`src/rtl/divider_seq64.sv`:
```
// divider_seq64: iterative restoring divider, one quotient bit per cycle over valid/ready.
// Define DIVIDER_SIGNED_EN to honour is_signed (truncating two's-complement division).
module divider_seq64 #(
  parameter int WIDTH = 64,
  parameter int TAG_W = 6
) (
  input  logic             clk,
  input  logic             reset,
  input  logic             in_valid,
  output logic             in_ready,
  input  logic [WIDTH-1:0] dividend,
  input  logic [WIDTH-1:0] divisor,
  input  logic             is_signed,
  input  logic [TAG_W-1:0] in_tag,
  output logic             out_valid,
  input  logic             out_ready,
  output logic [WIDTH-1:0] quotient,
  output logic [WIDTH-1:0] remainder,
  output logic [TAG_W-1:0] out_tag,
  output logic             div_by_zero
);
  localparam int CW = $clog2(WIDTH);
  typedef enum logic [1:0] {IDLE, CALC, DONE} state_t;
  state_t           state;
  logic [CW-1:0]    cnt;
  logic [WIDTH-1:0] rem, quo, dvs, q_next, r_next, a_mag, b_mag, q_res, r_res;
  logic [WIDTH:0]   shifted, diff;
  logic [TAG_W-1:0] tag;
  logic             dbz;
  assign in_ready = state == IDLE;
  assign shifted  = {rem, quo[WIDTH-1]};
  assign diff     = shifted - {1'b0, dvs};
  assign q_next   = {quo[WIDTH-2:0], ~diff[WIDTH]};
  assign r_next   = diff[WIDTH] ? shifted[WIDTH-1:0] : diff[WIDTH-1:0];
`ifdef DIVIDER_SIGNED_EN
  logic sa, sb, neg_q, neg_r;
  assign sa    = is_signed & dividend[WIDTH-1];
  assign sb    = is_signed & divisor[WIDTH-1];
  assign a_mag = sa ? -dividend : dividend;
  assign b_mag = sb ? -divisor : divisor;
  // divide-by-zero keeps the raw all-ones quotient; the remainder sign fixup restores the original dividend
  assign q_res = dbz ? '1 : neg_q ? -q_next : q_next;
  assign r_res = neg_r ? -r_next : r_next;
  always_ff @(posedge clk) begin
    if (reset) begin
      neg_q <= 1'b0;
      neg_r <= 1'b0;
    end else if (state == IDLE && in_valid) begin
      neg_q <= sa ^ sb;
      neg_r <= sa;
    end
  end
`else
  logic unused_sign;
  assign unused_sign = is_signed;
  assign a_mag = dividend;
  assign b_mag = divisor;
  assign q_res = q_next;
  assign r_res = r_next;
`endif
  always_ff @(posedge clk) begin
    if (reset) begin
      state       <= IDLE;
      cnt         <= '0;
      rem         <= '0;
      quo         <= '0;
      dvs         <= '0;
      tag         <= '0;
      dbz         <= 1'b0;
      out_valid   <= 1'b0;
      quotient    <= '0;
      remainder   <= '0;
      out_tag     <= '0;
      div_by_zero <= 1'b0;
    end else begin
      case (state)
        IDLE: if (in_valid) begin
          quo   <= a_mag;
          dvs   <= b_mag;
          rem   <= '0;
          tag   <= in_tag;
          dbz   <= divisor == '0;
          cnt   <= CW'(WIDTH - 1);
          state <= CALC;
        end
        CALC: begin
          quo <= q_next;
          rem <= r_next;
          cnt <= cnt - CW'(1);
          if (cnt == '0) begin
            state       <= DONE;
            out_valid   <= 1'b1;
            quotient    <= q_res;
            remainder   <= r_res;
            out_tag     <= tag;
            div_by_zero <= dbz;
          end
        end
        DONE: if (out_ready) begin
          state     <= IDLE;
          out_valid <= 1'b0;
        end
        default: state <= IDLE;
      endcase
    end
  end
endmodule
```
`config.mk`:
```
export PLATFORM = sky130hd
export DESIGN_NAME = divider_seq64
export DESIGN_NICKNAME = d
export VERILOG_FILES = /design/src/rtl/divider_seq64.sv
export SDC_FILE = /design/constraint.sdc
export NUM_CORES = 1
export LEC_CHECK = 0
export CAP_MARGIN = 40
export CORE_MARGIN = 3
export CORE_UTILIZATION = 45
export DETAILED_ROUTE_END_ITERATION = 16
export PLACE_DENSITY_LB_ADDON = 0.15
export REMOVE_ABC_BUFFERS = 1
export SYNTH_ARGS = -nofsm -noshare
export SYNTH_HDL_FRONTEND = slang
export SYNTH_SLANG_ARGS = --single-unit
export TNS_END_PERCENT = 1
```
`constraint.sdc`:
```
create_clock -name clk -period 3 [get_ports clk]
set_input_delay 0.6 -clock clk [delete_from_list [all_inputs] [get_ports clk]]
set_output_delay 0.6 -clock clk [all_outputs]
set_load 0.005 [all_outputs]
```
==> results_dict.tcl, run 1 <==
set metrics [dict create \
    final_max_slew_viol_count 0 \
    internal_power_mw 17.38 \
    run_status "finished with violations" \
    yosysTopAreaCellShare_pct 40.30 \
    fill_cells 3215 \
    finalWorstSetupSlack_ns -0.3470 \
    timing.fmax_mhz 298.8 \
    synth_cells 2205 \
    synth_edf_count 0 \
    power_frac_seq_pct 18.4 \
    dieArea_um2 40230 \
    skew_ns 0.02641 \
    ff_latch_area_um2 6877 \
    swShare_pct 41.15 \
    postCtsHoldBufs 0 \
    maxUsedRoutingLayer "met4" \
    ir_drop_v 0.0008227 \
    crit_required_ns 3.45 \
    cts_made_buffers 40 \
    antenna_found_initial 0 \
    clockBufferDepth 3 \
    fin_crit_ns 3.347 \
    cts_root_buffer "clkbuf_16" \
    ys_warn_count 0 \
    clkSinkCount 343 \
    drt_drc_violations_left 0 \
    final_common_cell "nand2_1" \
    syn-mean-instance-area_um2 7.727 \
    finalPower_mw 29.53 \
    cts_tree "done" \
    combPwrFrac_pct 64.6 \
    start_util_pct 46.10 \
    drv_cap 0 \
    r2r_end "remainder[19]$_SDFFE_PP0P_" \
    grt_pass1_wl_mm 92.25 \
    crit_path_start "dvs[19]$_SDFFE_PP0P_" \
    hold_class "in -> reg" \
    leakage_nw 9.435 \
    violations "negative setup slack" \
    layout_common_cells "nand2_1, a21oi_1, dfxtp_1" \
    clk_pin_slew_ns 0.06 \
    area_growth_pct 41.80 \
    routedWlPerCell_um 18.01 \
    die_h_um 200.6 \
    fin_cells 3197 \
    ant_nets 0 \
    clk_latency_ns 0.58 \
    vias 17460 \
    relSlewSlack_pct 40.74 \
    synth-seq-cells 343 \
    netlist_area_um2 17040 \
    p_switching_mw 12.15 \
    dp_hpwl_mm 40.91 \
    crit_arrival_ns 3.80 \
    setup_viol 130 \
    synth.area.top_cells "dfxtp_1, nand2_1, a21oi_1, ha_1, o21ai_0" \
    antenna_cells 0 \
    powerDensity_nw_per_um2 1222 \
    worstHoldEndpoint "quo[61]$_SDFFE_PP0P_" \
    async_reset_ff_share_pct 0 \
    grt_max_degree 141 \
    tightest_slew_ns 0.8889 \
    hold_viol_final 0 \
    synth_area_leader_cell "dfxtp_1" \
    drtIter0Drc 996 \
    io_buffers 274 \
    num_rows 70 \
    pin_count 276 \
    wl_met2_mm 27.18 \
    r2r_start "dvs[19]$_SDFFE_PP0P_" \
    vias_per_cell 5.460 \
    cp-start-kind "flop" \
    wirelength_mm 57.59 \
    synth_seq_area_share_pct 40.30 \
    synth-main-ff-cell "dfxtp_1" \
    place.gp.congestion 0.9289 \
    grt_overflow 0 \
    worst_setup_path_end_kind "flop" \
    track_usage_pct 27.65 \
    reg2reg_depth 15 \
    multi_input_area_um2 9729 \
    dr_wl_met3_mm 3.597 \
    critPathKind "reg -> reg" \
    grt_setup_unrepaired "yes" \
    path_max_fanout 6 \
    die_w_um 200.6 \
    place_inst 3108 \
    hold_path.startpoint "reset" \
    drive_gt1_share_pct 17.82 \
    p_clk_share_pct 17.0 \
    yosys.cell_types.count 73 \
    min_path_cells 2 \
    grt_pass1_vias 17480 \
    coreArea_um2 36960 \
    r2r_slack_ns -0.35 \
    wl_met1_mm 25.59 \
    cts_max_level 2 \
    post-route-period-util_pct 111.6 \
    fin_nets 2869 \
    dr.pass1.iters 7 \
]
[registers in the layout (all words and copies together), names as in the netlist]
signal       flops
div_by_zero      1
rem             64
cnt              6
quotient        64
remainder       64
dvs             64
dbz              1
state            2
out_valid        1
quo             64
tag              6
out_tag          6
[timing repair]
| action | in CTS | in global routing |
|---|---|---|
| setup endpoints to repair | 130 | 130 |
| resized for setup | 109 | 35 |
| gates cloned | 1 | 0 |
| pin swaps | 57 | 16 |
| setup buffers | 19 | 0 |
[logic make-up after synthesis]
group / count (synthesis) / share of synthesized area, %
and+or+nand+nor: 728 / 18.48
xor gates and xnor gates: 56 / 2.879
DFF: 343 / 40.30
muxes: 52 / 3.055
adders and majority gates: 67 / 4.964
AOI/OAI and AO/OA: 717 / 24.57
buffers and inverters: 242 / 5.757
[power by group through the flow]
stage               combinational [mW]  clock, mW  sequential, mW
finish                            19.1       5.02            5.43
global route                      20.5       5.31            5.48
CTS                               18.3       5.13            5.41
detailed placement                16.2          0            5.48
global placement                  16.1          0            5.47
floorplan                         13.7          0            5.67
[per-stage QoR]
step	util, %	setup TNS (ns)	setup slack (ns)	area [um^2]	hold slack (ns)
4_1_cts	64.95	-27.95	-0.2873	24000	0.2919
5_1_grt	65.37	-55.18	-0.5033	24160	0.3228
3_3_place_gp	59.82	-47.67	-0.4323	22110	0.4368
6_report	65.37	-33.58	-0.3470	24160	0.3141
3_5_place_dp	59.82	-63.03	-0.6220	22110	0.4461
2_1_floorplan	-	-1331.70	-7.528	16370	0.4243
[cell usage after synthesis (all sizes together), types with 4 or more instances]
| cell type | n |
|---|---|
| o211ai | 10 |
| ha | 66 |
| o31ai | 7 |
| buf | 38 |
| a211oi | 24 |
| o21ai | 162 |
| inv | 82 |
| a32oi | 4 |
| xor2 | 21 |
| a22oi | 65 |
| nand3 | 36 |
| or4 | 4 |
| nand2 | 470 |
| and2 | 6 |
| a21boi | 6 |
| a31o | 4 |
| a221oi | 4 |
| nand2b | 7 |
| nand4 | 30 |
| clkbuf | 122 |
| nor2 | 74 |
| xnor2 | 35 |
| a21o | 23 |
| mux2i | 52 |
| o21bai | 15 |
| nor2b | 7 |
| nor3b | 4 |
| a31oi | 10 |
| a21oi | 344 |
| dfxtp | 343 |
| o21a | 11 |
| nor3 | 49 |
| or3 | 6 |
| nor4 | 24 |
[per-layer routing]
metal | vias to the layer above | GRT usage, %
li1 | 8639 | -
met1 | 8299 | 35.59
met2 | 447 | 46.50
met3 | 71 | 6.356
met4 | 0 | 8.055
met5 | - | 0
[cell type report]
class / instances / area share [%]
clock inverters: 16 / 0.9322
clock buffers: 56 / 4.728
flip-flops and latches: 343 / 28.46
repair buffers: 576 / 21.72
multi-input cells: 1620 / 40.27
well taps: 504 / 2.610
inverters: 82 / 1.274
[critical path, cell delays in order (launching register included)]
cell      delay (ns)
dfxtp_2         0.33
inv_2           0.06
ha_4            0.26
nand4_1         0.15
nor4_2          0.31
buf_4           0.17
o311ai_4        0.09
a21oi_2         0.19
nor3_2          0.08
or4_4           0.56
a21bo_4         0.27
nand2_8         0.12
buf_6           0.14
buf_8           0.14
mux2i_2         0.25
a21oi_1         0.10
[worst max path at each step]
stage	endpoint	slack, ns	cells after the start
after floorplan	remainder[63]$_SDFFE_PP0P_	-7.53	6
final	remainder[19]$_SDFFE_PP0P_	-0.35	15
after global placement	remainder[12]$_SDFFE_PP0P_	-0.43	14
after detailed placement	rem[55]$_SDFFE_PP0P_	-0.62	14
after CTS	remainder[21]$_SDFFE_PP0P_	-0.29	15
after global routing	remainder[19]$_SDFFE_PP0P_	-0.50	15
No activity file was read; power rests on OpenSTA's default activity.
==> run 2, diff against run 1 <==
- clock period: 3 -> 3.15 ns (I/O delays scaled with it)
==> results_dict.tcl, run 2 (synthesis results as in run 1) <==
set metrics [dict create \
    cts_tree "done" \
    fin_crit_ns 3.279 \
    fin_cells 3136 \
    crit_arrival_ns 3.69 \
    drive_gt1_share_pct 16.26 \
    min_path_cells 2 \
    track_usage_pct 27.22 \
    path_max_fanout 7 \
    r2r_start "rem[25]$_SDFFE_PP0P_" \
    run_status "finished with violations" \
    ir_drop_v 0.0007585 \
    clkSinkCount 343 \
    skew_ns 0.03051 \
    multi_input_area_um2 9737 \
    coreArea_um2 36960 \
    r2r_slack_ns -0.13 \
    drtIter0Drc 1017 \
    crit_path_start "rem[25]$_SDFFE_PP0P_" \
    r2r_end "remainder[35]$_SDFFE_PP0P_" \
    powerDensity_nw_per_um2 1170 \
    timing.fmax_mhz 305.0 \
    layout_common_cells "nand2_1, a21oi_1, dfxtp_1" \
    hold_viol_final 0 \
    grt_pass1_vias 17110 \
    final_max_slew_viol_count 0 \
    io_buffers 274 \
    post-route-period-util_pct 104.1 \
    antenna_cells 0 \
    area_growth_pct 38.90 \
    dieArea_um2 40230 \
    die_h_um 200.6 \
    violations "negative setup slack" \
    fin_nets 2814 \
    relSlewSlack_pct 39.43 \
    place_inst 3055 \
    wirelength_mm 56.84 \
    hold_class "reg -> reg" \
    die_w_um 200.6 \
    ant_nets 0 \
    cts_root_buffer "clkbuf_16" \
    place.gp.congestion 0.9204 \
    cts_made_buffers 38 \
    ff_latch_area_um2 6878 \
    vias 17200 \
    clk_latency_ns 0.57 \
    reg2reg_depth 14 \
    vias_per_cell 5.484 \
    setup_tns_ns -7.477 \
    cp-start-kind "flop" \
    drv_cap 0 \
    worst_setup_path_end_kind "flop" \
    num_rows 70 \
    critPathKind "reg -> reg" \
    clk_pin_slew_ns 0.06 \
    dp_hpwl_mm 39.27 \
    routedWlPerCell_um 18.12 \
    postCtsHoldBufs 0 \
    worstHoldEndpoint "quotient[36]$_SDFFE_PP0P_" \
    grt_max_degree 189 \
    grt_overflow 0 \
    tightest_slew_ns 0.9085 \
    grt_setup_unrepaired "yes" \
    setup_viol 118 \
    antenna_found_initial 1 \
    cts_max_level 2 \
    crit_required_ns 3.56 \
    final_common_cell "nand2_1" \
    finalPower_mw 27.69 \
    post-place-ws_ns -0.3429 \
    hold_path.startpoint "quotient[36]$_SDFFE_PP0P_" \
    grt_pass1_wl_mm 90.51 \
    leakage_nw 9.122 \
    finish.utilization_pct 64.03 \
    drt_drc_violations_left 0 \
    clockBufferDepth 3 \
    fill_cells 3339 \
    start_util_pct 46.10 \
    dr.pass1.iters 5 \
    finalWorstSetupSlack_ns -0.1288 \
    pin_count 276 \
]
run 2: changes by cell type in the layout (fill, tap and decap cells not counted), sizes merged:
cell	delta
clkinv	-7
clkbuf	+1
inv	+2
clkinvlp	-1
bufinv	-3
buf	-53
run 2: metal layers:
layer | up-vias | global-route usage, % | share of wire (%)
li1 | 8527 | - | -
met1 | 8086 | 34.44 | 43
met2 | 480 | 44.76 | 46
met3 | 102 | 7.378 | 7.2
met4 | 2 | 9.812 | 3.3
met5 | - | 0 | 0.032
run 2: worst max-delay path by stage:
stage | depth (start not counted) | slack [ns] | endpoint
after CTS | 15 | -0.11 | remainder[42]$_SDFFE_PP0P_
after global placement | 14 | -0.25 | remainder[7]$_SDFFE_PP0P_
after floorplan | 6 | -7.38 | remainder[63]$_SDFFE_PP0P_
final | 14 | -0.13 | remainder[35]$_SDFFE_PP0P_
after detailed placement | 14 | -0.34 | rem[62]$_SDFFE_PP0P_
after global routing | 14 | -0.26 | rem[42]$_SDFFE_PP0P_
run 2: layout make-up:
class	instances	area share, %
multi-input cells	1620	41.14
flip-flops and latches	343	29.06
repair buffers	523	20.62
clock buffers	57	4.742
well taps	504	2.665
inverters	82	1.301
clock inverters	7	0.4652
run 2: per-stage QoR:
step                      instance area [um^2]  hold slack (ns)
final                                    23670           0.4532
after global routing                     23670           0.4686
after CTS                                23530           0.4375
after detailed placement                 21650           0.4469
after global placement                   21620           0.4355
after floorplan                          16370           0.4243
run 2: critical path, cell delays in order, from the launching register on:
cell,delay (ns)
dfxtp_1,0.36
ha_4,0.28
nand4_1,0.15
nor4_1,0.30
buf_4,0.19
o311ai_4,0.09
a21oi_2,0.19
nor3_2,0.09
or4_4,0.46
a21bo_4,0.26
nand2_8,0.10
buf_6,0.14
buf_12,0.16
mux2i_2,0.25
a211oi_1,0.10
run 2: where the power goes:
part | internal (mW) | switching (mW) | total, mW
registers | 4.82 | 0.361 | 5.18
logic | 8.77 | 9.34 | 18.1
clock network | 2.56 | 1.84 | 4.40
run 2: what timing repair did:
item	4_1_cts	5_1_grt
cloned	5	0
pin swaps	70	3
setup buffers	12	0
endpoints found under the setup margin	129	130
endpoints found under the hold margin	0	0
resized for setup	110	34
